File: src/rtl/pane_fetch_unit.sv
// +----------------------------------------------------------------------------+
// | pane_fetch_unit: sweeps an image ROM address by address and pushes each    |
// | 24-bit RGB word into the display FIFO, wrapping at the end of the pane.    |
// | Revision: 1.0                                                              |
// +----------------------------------------------------------------------------+
`default_nettype none

module pane_fetch_unit #(
   parameter int PANE_WIDTH  = 640,
   parameter int PANE_HEIGHT = 480,
   parameter int PANE_PIXELS = PANE_WIDTH * PANE_HEIGHT
) (
   input  logic        clk,
   input  logic        rst,
   input  logic [23:0] rom_data,
   input  logic        empty,
   input  logic        full,
   output logic        write_en,
   output logic [23:0] display_addr,
   output logic [23:0] data_out
);

   localparam logic [23:0] LAST_ADDR = 24'(PANE_PIXELS - 1);

   logic        req_live;
   logic        rom_valid;
   logic [23:0] next_addr;
   logic        unused_empty;

   // The FIFO empty flag is carried for status only and steers nothing.
   assign unused_empty = empty;

   always_comb begin
      next_addr = display_addr + 24'd1;
      if (display_addr == LAST_ADDR) begin
         next_addr = '0;
      end
   end

   // An address advances only once its request has been issued, so a full
   // stall never skips or repeats a pixel; the two-entry FIFO headroom
   // absorbs the words already in the ROM pipeline.
   always_ff @(posedge clk) begin
      if (rst) begin
         display_addr <= '0;
         req_live     <= 1'b0;
         rom_valid    <= 1'b0;
         write_en     <= 1'b0;
         data_out     <= '0;
      end else begin
         if (req_live) begin
            display_addr <= next_addr;
         end
         req_live  <= ~full;
         rom_valid <= req_live;
         write_en  <= rom_valid;
         if (rom_valid) begin
            data_out <= rom_data;
         end
      end
   end

endmodule

`default_nettype wire

File: config.mk
export PLATFORM = sky130hd
export DESIGN_NAME = pane_fetch_unit
export DESIGN_NICKNAME = d
export VERILOG_FILES = /design/src/rtl/pane_fetch_unit.sv
export SDC_FILE = /design/constraint.sdc
export NUM_CORES = 1
export LEC_CHECK = 0
export CAP_MARGIN = 20
export CORE_ASPECT_RATIO = 1.4
export CORE_UTILIZATION = 37
export CTS_BUF_LIST = sky130_fd_sc_hd__clkbuf_16
export DETAILED_ROUTE_END_ITERATION = 10
export GPL_ROUTABILITY_DRIVEN = 0
export GPL_TIMING_DRIVEN = 0
export PLACE_DENSITY = 0.71
export SLEW_MARGIN = 20
export SYNTH_ARGS = -nofsm -noshare
export SYNTH_HDL_FRONTEND = slang
export SYNTH_SLANG_ARGS = --single-unit
File: constraint.sdc
create_clock -name clk -period 1.6 [get_ports clk]
set_input_delay 0.48 -clock clk [delete_from_list [all_inputs] [get_ports clk]]
set_output_delay 0.48 -clock clk [all_outputs]
set_load 0.01 [all_outputs]
Word-level counts from Yosys, hierarchy flattened. Index checks and enable logic that the tools add are counted.

Bits in registers: 51. Input bits: 28. Output and inout bits: 49. Logic and storage cells: 9.

Add/sub/neg operators: 1. Equal/unequal tests: 1. Muxes and demuxes: 1. Bitwise logic cells: 1.

Operators by type and width (count): adder 24 x 1 -> 24 bit (second input constant) (1); == test 24 x 19 -> 1 bit (second input constant) (1); two-way mux 24 bit (1); NOT 1 bit (1).

Logic depth before layout (Yosys ltp). Gate-level depths: netlist (run 1).

Word-level depth: 2. Gate-level depth with buffers: 6. Gate-level depth less buffers: 5.

Worst setup path after synthesis (run 1). No wires, ideal clock.

Path kind: flip-flop to flip-flop. Start: register display_addr[0]. End: register display_addr[0]. Setup time: 0.117 ns. Arrival time: 1.729 ns. Data required time: 1.483 ns. Setup slack: -0.246 ns. Stages on the path, launching flop included: 7. Buffers on the path: 1. Period minus slack after synthesis: 1.846 ns. Cell sequence: dfxtp_1 > ha_1 > nand4_1 > nand2b_1 > o21bai_2 > buf_2 > nor2_1.

Word-level cells in the longest chain between the ends: 2. Elaborated cells on any way between the ends: 3. Those cells by class: 1 x add/sub; 1 x eq/ne; 1 x mux.

Ends and longest elaborated chain: from (decl) (RTL line 19) `output logic [23:0] display_addr,`; from (signal assigned) (RTL line 52) `display_addr <= next_addr;`; adder 24 x 1 -> 24 bit or == test 24 x 19 -> 1 bit (tied branches) (RTL line 34, 35); two-way mux 24 bit (*) (RTL line 35) `if (display_addr == LAST_ADDR) begin`.

Every way passes the cells marked *; elsewhere a longest branch is shown, timed or not. A chain may end at the register's enable or synchronous reset.

Worst setup path in the final report (run 1).
Start: register display_addr[8]. End: register display_addr[23].

The elaborated chain is that of the path after synthesis.

==> flow_metrics.env, run 1 <==
export IMPL_outcome="finished with violations"
export IMPL_violations="setup timing"
export IMPL_fp_row_count=32
export IMPL_cp_start_kind="register"
export IMPL_cts_tree="done"
export IMPL_fmax_ghz=0.580
export IMPL_fillCellCount=466
export IMPL_yosysMostFrequentCell="dfxtp_1"
export IMPL_crit_path_end_kind="register"
export IMPL_portBuffers=74
export IMPL_cts_buffer_depth=2
export IMPL_grt_usage_pct=18.9
export IMPL_cts_root_buf="clkbuf_16"
export IMPL_syn_nets=251
export IMPL_drv_cap=0
export IMPL_synth_top_area_share_pct=48.7
export IMPL_wl_um=5640
export IMPL_async_reset_ff_share_pct=0
export IMPL_layout_drive_gt1_share_pct=24.5
export IMPL_yosysUniqueCellTypes=34
export IMPL_cts_buffers=5
export IMPL_vdd_ir_drop_worst_v=0.000553
export IMPL_fin_skew_ns=0.00609
export IMPL_cts_hold_buffers=0
export IMPL_wl_per_cell_um=14.4
export IMPL_fin_cells=391
export IMPL_antenna_cells=0
export IMPL_synth_ff_type="dfxtp_1"
export IMPL_finalCriticalPeriod_ns=1.72
export IMPL_syn_cell_area_um2=2100
export IMPL_syn_avg_cell_area_um2=9.45
export IMPL_grt_overflow=0
export IMPL_clock_sinks=51
export IMPL_die_y_um=91.1
export IMPL_first_pass_iters=4
export IMPL_synth_enable_flop_cells=0
export IMPL_die_w_um=65.6
export IMPL_vias=2044
export IMPL_layout_setup_ws_ns=-0.125
export IMPL_fin_tns_setup_ns=-0.635
export IMPL_yosysTopAreaCell="dfxtp_1"
export IMPL_clk_latency_ns=0.29
export IMPL_antenna_found_initial=0
export IMPL_timing_final_setup_violations=17
export IMPL_yosys_top_cells_count="dfxtp_1, nor2_1, mux2i_1, a21oi_1, nand2_1"
export IMPL_leakagePower_nw=1.40
export IMPL_drt_initial_drc_count=104
export IMPL_dp_final_hpwl_um=3560
export IMPL_slew_headroom_pct=69.1
export IMPL_p_per_area_nw_per_um2=755
export IMPL_via_per_inst=5.23
export IMPL_worst_path_max_fanout=5
export IMPL_coreArea_um2=5490
export IMPL_yosys_warnings=0
export IMPL_initial_core_util_pct=38.3
export IMPL_syn2layout_area_growth_pct=59.2
export IMPL_ys_seq_area_share_pct=48.7
export IMPL_syn_instance_count=222
export IMPL_fin_crit_sh_pct=108
export IMPL_crit_arrival_ns=1.90
export IMPL_num_io_pins=77
export IMPL_die_area_um2=5980
export IMPL_rsz0062_at_grt="yes"
export IMPL_crit_type="reg -> reg"
export IMPL_final_util_pct=60.9
export IMPL_htree_levels=2
export IMPL_clk_pin_slew_worst_paths_ns=0.06
export IMPL_hp_class="reg -> reg"
export IMPL_grt_max_degree=15
export IMPL_ys_ff_latch=51
export IMPL_ant_nets=0
export IMPL_final_nets=351
export IMPL_tightest_slew_ns=0.463
export IMPL_grt_pass1_vias=1968
export IMPL_drc=0
export IMPL_hold_viol=0
export IMPL_hold_ws_ns=0.487
export IMPL_slew_violations=0
export IMPL_placedCellCount=364
export IMPL_synthTopCellsByArea="dfxtp_1, mux2i_1, nor2_1, xnor2_1, a21oi_1"
export IMPL_crit_required_ns=1.77
export IMPL_grt_pass1_wl_um=8780
## cell type report
type | count | area (µm²) | area share [%]
plain buffers | 8 | 43.8 | 1.31
clock buffers | 5 | 125 | 3.75
clock inverters | 3 | 11.3 | 0.337
inverters | 5 | 18.8 | 0.562
multi-input cells | 156 | 1140 | 34.0
flip-flops and latches | 51 | 1070 | 32.1
well taps | 68 | 85.1 | 2.55
repair buffers | 95 | 848 | 25.4
## per-layer routing
metal  wire [µm]  global-route usage [%]  vias to the layer above  part of all wire [%]
met3         378                    6.53                       10                   6.7
met1        2310                    20.7                      971                    41
met5           0                       0                        -                     0
li1            -                       -                      989                     -
met2        2850                    31.5                       74                    51
met4         101                    9.06                        0                   1.8
## final timing paths
path                            slack, ns       startpoint  depth (start not counted)                to
worst max-delay path                -0.12  display_addr[8]                          5  display_addr[23]
worst min-delay path                 0.49     data_out[16]                          2      data_out[16]
worst max register to register      -0.12  display_addr[8]                          5  display_addr[23]
worst min register to register       0.49     data_out[16]                          2      data_out[16]
## registers in the layout, summed over array words and instances, names as in the netlist
register / count
data_out: 24
display_addr: 24
req_live: 1
rom_valid: 1
write_en: 1
## critical path, cell delays in order, from the launching register on
cell	delay, ns
dfxtp_4	0.39
nand4_4	0.13
or4_4	0.56
buf_4	0.16
o31ai_1	0.27
a21oi_2	0.09
## repair_timing
item / CTS / global route
pin swaps: 6 / 8
gates resized for setup: 69 / 30
gates cloned: 0 / 1
setup buffers: 11 / 9
setup endpoints to repair: 87 / 25
## power breakdown
part | total (mW) | internal [mW] | switching [mW] | leakage, nW
clock | 1.01 | 0.564 | 0.450 | 0.0701
sequential | 1.30 | 1.28 | 0.0191 | 0.427
combinational | 0.208 | 0.125 | 0.0835 | 0.901
## cells in the final DEF, fill, tap and decap left out, types with 6 or more instances in the layout
master            n
a21oi_2           6
a21oi_1           6
nand4_1           7
dfxtp_2          13
xnor2_1           7
dfxtp_4           9
nor2_1           39
nand3_1           6
dfxtp_1          29
inv_1             6
mux2i_1          24
buf_4            18
clkdlybuf4s50_1  25
nand2_1          10
dlygate4sd2_1    49
## kinds of logic (layout without fill, tap and decap cells)
family          after synthesis  after routing  share of synthesized area, %
compound gates               24             24                          7.04
xor+xnor                     12             12                          5.01
fa+ha+maj                     1              1                         0.596
buf+inv                      15            116                          2.86
flops                        51             51                          48.7
mux                          24             24                          11.4
simple gates                 95             95                          24.4
## per-stage QoR
step	power, mW	worst slack [ns]	area [µm²]
CTS	2.54	-0.0864	3190
detailed placement	1.55	-0.211	2990
global route	2.62	-0.163	3340
global placement	1.54	-0.207	2990
floorplan	1.42	-0.0661	2160
finish	2.52	-0.125	3340
Note: power is estimated with default switching activity, not from simulation.
==> inputs of run 2 (changes only) <==
- CORE_UTILIZATION: 37 -> 40
- PLACE_DENSITY: 0.71 -> 0.76
==> flow_metrics.env, run 2 (synthesis results as in run 1) <==
export IMPL_layout_setup_ws_ns=-0.108
export IMPL_ff_latch_area_um2=1070
export IMPL_cp_start_kind="register"
export IMPL_final_cell_mix="dlygate4sd2_1, nor2_1, dfxtp_1"
export IMPL_clk_latency_ns=0.29
export IMPL_hold_ws_ns=0.491
export IMPL_grt_max_degree=16
export IMPL_internal_power_mw=2.07
export IMPL_crit_path_end_kind="register"
export IMPL_num_io_pins=77
export IMPL_crit_arrival_ns=1.89
export IMPL_final_common_cell="dlygate4sd2_1"
export IMPL_clk_pin_slew_worst_paths_ns=0.07
export IMPL_timing_final_setup_violations=4
export IMPL_cpMaxStageDelayCell="or4_4"
export IMPL_cts_root_buf="clkbuf_16"
export IMPL_htree_levels=2
export IMPL_crit_type="reg -> reg"
export IMPL_power_share_switching_pct=21.5
export IMPL_fin_crit_sh_pct=107
export IMPL_hold_viol=0
export IMPL_vdd_ir_drop_worst_v=0.000602
export IMPL_vias=2009
export IMPL_coreArea_um2=4950
export IMPL_die_area_um2=5540
export IMPL_fin_skew_ns=0.00531
export IMPL_fmax_ghz=0.586
export IMPL_largestRegisters="data_out x24, display_addr x24"
export IMPL_cts_buffers=5
export IMPL_leakagePower_nw=1.45
export IMPL_slew_violations=0
export IMPL_violations="setup timing"
export IMPL_drt_initial_drc_count=93
export IMPL_seq_power_share_pct=49.2
export IMPL_drv_cap=0
export IMPL_cts_buffer_depth=2
export IMPL_path_cells="nand4_4, or4_4, buf_4, o31ai_1, a21oi_1"
export IMPL_grt_usage_pct=20.5
export IMPL_drc=0
export IMPL_p_sw_mw=0.567
export IMPL_die_w_um=63.2
export IMPL_hp_class="reg -> reg"
export IMPL_grt_overflow=0
export IMPL_p_per_area_nw_per_um2=785
export IMPL_via_per_inst=5.19
export IMPL_grt_pass1_vias=1941
export IMPL_combPwrFrac_pct=7.8
export IMPL_fin_cells=387
export IMPL_clock_sinks=51
export IMPL_multiInputGateArea_um2=1150
export IMPL_tightest_slew_ns=0.464
export IMPL_placed_area_um2=2980
export IMPL_fillCellCount=414
export IMPL_antenna_cells=0
export IMPL_crit_required_ns=1.78
export IMPL_fp_row_count=30
export IMPL_layout_drive_gt1_share_pct=23.5
export IMPL_dp_final_hpwl_um=3680
export IMPL_final_nets=351
export IMPL_dp_slack_ns=-0.241
export IMPL_finalCriticalPeriod_ns=1.71
export IMPL_outcome="finished with violations"
export IMPL_wl_um=5670
export IMPL_first_pass_iters=4
export IMPL_rsz0062_at_grt="yes"
export IMPL_wl_per_cell_um=14.6
export IMPL_slew_headroom_pct=69.1
export IMPL_cts_tree="done"
export IMPL_initial_core_util_pct=42.3
export IMPL_placedCellCount=360
export IMPL_clkPwrFrac_pct=42.9
export IMPL_design_area_um2=3360
export IMPL_antenna_found_initial=0
export IMPL_syn2layout_area_growth_pct=60.2
export IMPL_die_y_um=87.7
export IMPL_grt_pass1_wl_um=8910
export IMPL_critPathMaxStageDelay_ns=0.58
export IMPL_worst_path_max_fanout=8
export IMPL_ant_nets=0
export IMPL_portBuffers=74
run 2: cell type report:
cell class | count | share of cell area, %
clock buffer | 6 | 4.47
buffer | 9 | 1.41
inverter | 5 | 0.558
sequential | 51 | 31.8
timing repair buffer | 94 | 24.8
multi-input combinational | 156 | 34.4
tap | 64 | 2.38
clock inverter | 2 | 0.261
run 2: power groups by stage:
stage | logic, mW | registers, mW | clock network, mW
after floorplan | 0.0753 | 1.34 | 0
after global placement | 0.211 | 1.33 | 0
after detailed placement | 0.213 | 1.33 | 0
after CTS | 0.200 | 1.30 | 1.14
after global routing | 0.227 | 1.30 | 1.19
final | 0.207 | 1.30 | 1.13
run 2: timing repair:
item                                    in CTS  in global routing
pin swaps                                    6                  8
endpoints found under the setup margin      87                 23
buffers inserted                             8                 12
hold buffers                                 0                  0
resized for setup                           72                 22
run 2: final timing paths:
path              cells after the start             from               end  slack, ns
setup / recovery                      5  display_addr[8]  display_addr[23]      -0.11
hold / removal                        2     data_out[18]      data_out[18]       0.49
setup reg to reg                      5  display_addr[8]  display_addr[23]      -0.11
hold reg to reg                       2     data_out[18]      data_out[18]       0.49
run 2: per-layer routing:
| metal | vias up | global-route usage (%) | wire, µm | part of all wire [%] |
|---|---|---|---|---|
| met3 | 14 | 7.94 | 449 | 7.9 |
| met5 | - | 0 | 0 | 0 |
| li1 | 985 | - | - | - |
| met2 | 67 | 36.8 | 2830 | 50 |
| met4 | 0 | 8.47 | 155 | 2.7 |
| met1 | 943 | 21.4 | 2230 | 39 |
run 2: critical path: cells and delay by family (launching register included):
family	cells	cell delay, ns
buf+inv	1	0.16
compound gates	2	0.34
flops	1	0.40
simple gates	2	0.70
run 2: metrics by stage:
step	util (%)	TNS [ns]	power, mW
after floorplan	-	-0.108	1.42
after CTS	64.3	-0.297	2.64
after global placement	60.2	-4.46	1.54
final	67.9	-0.314	2.64
after detailed placement	60.2	-4.65	1.55
after global routing	67.9	-0.834	2.72
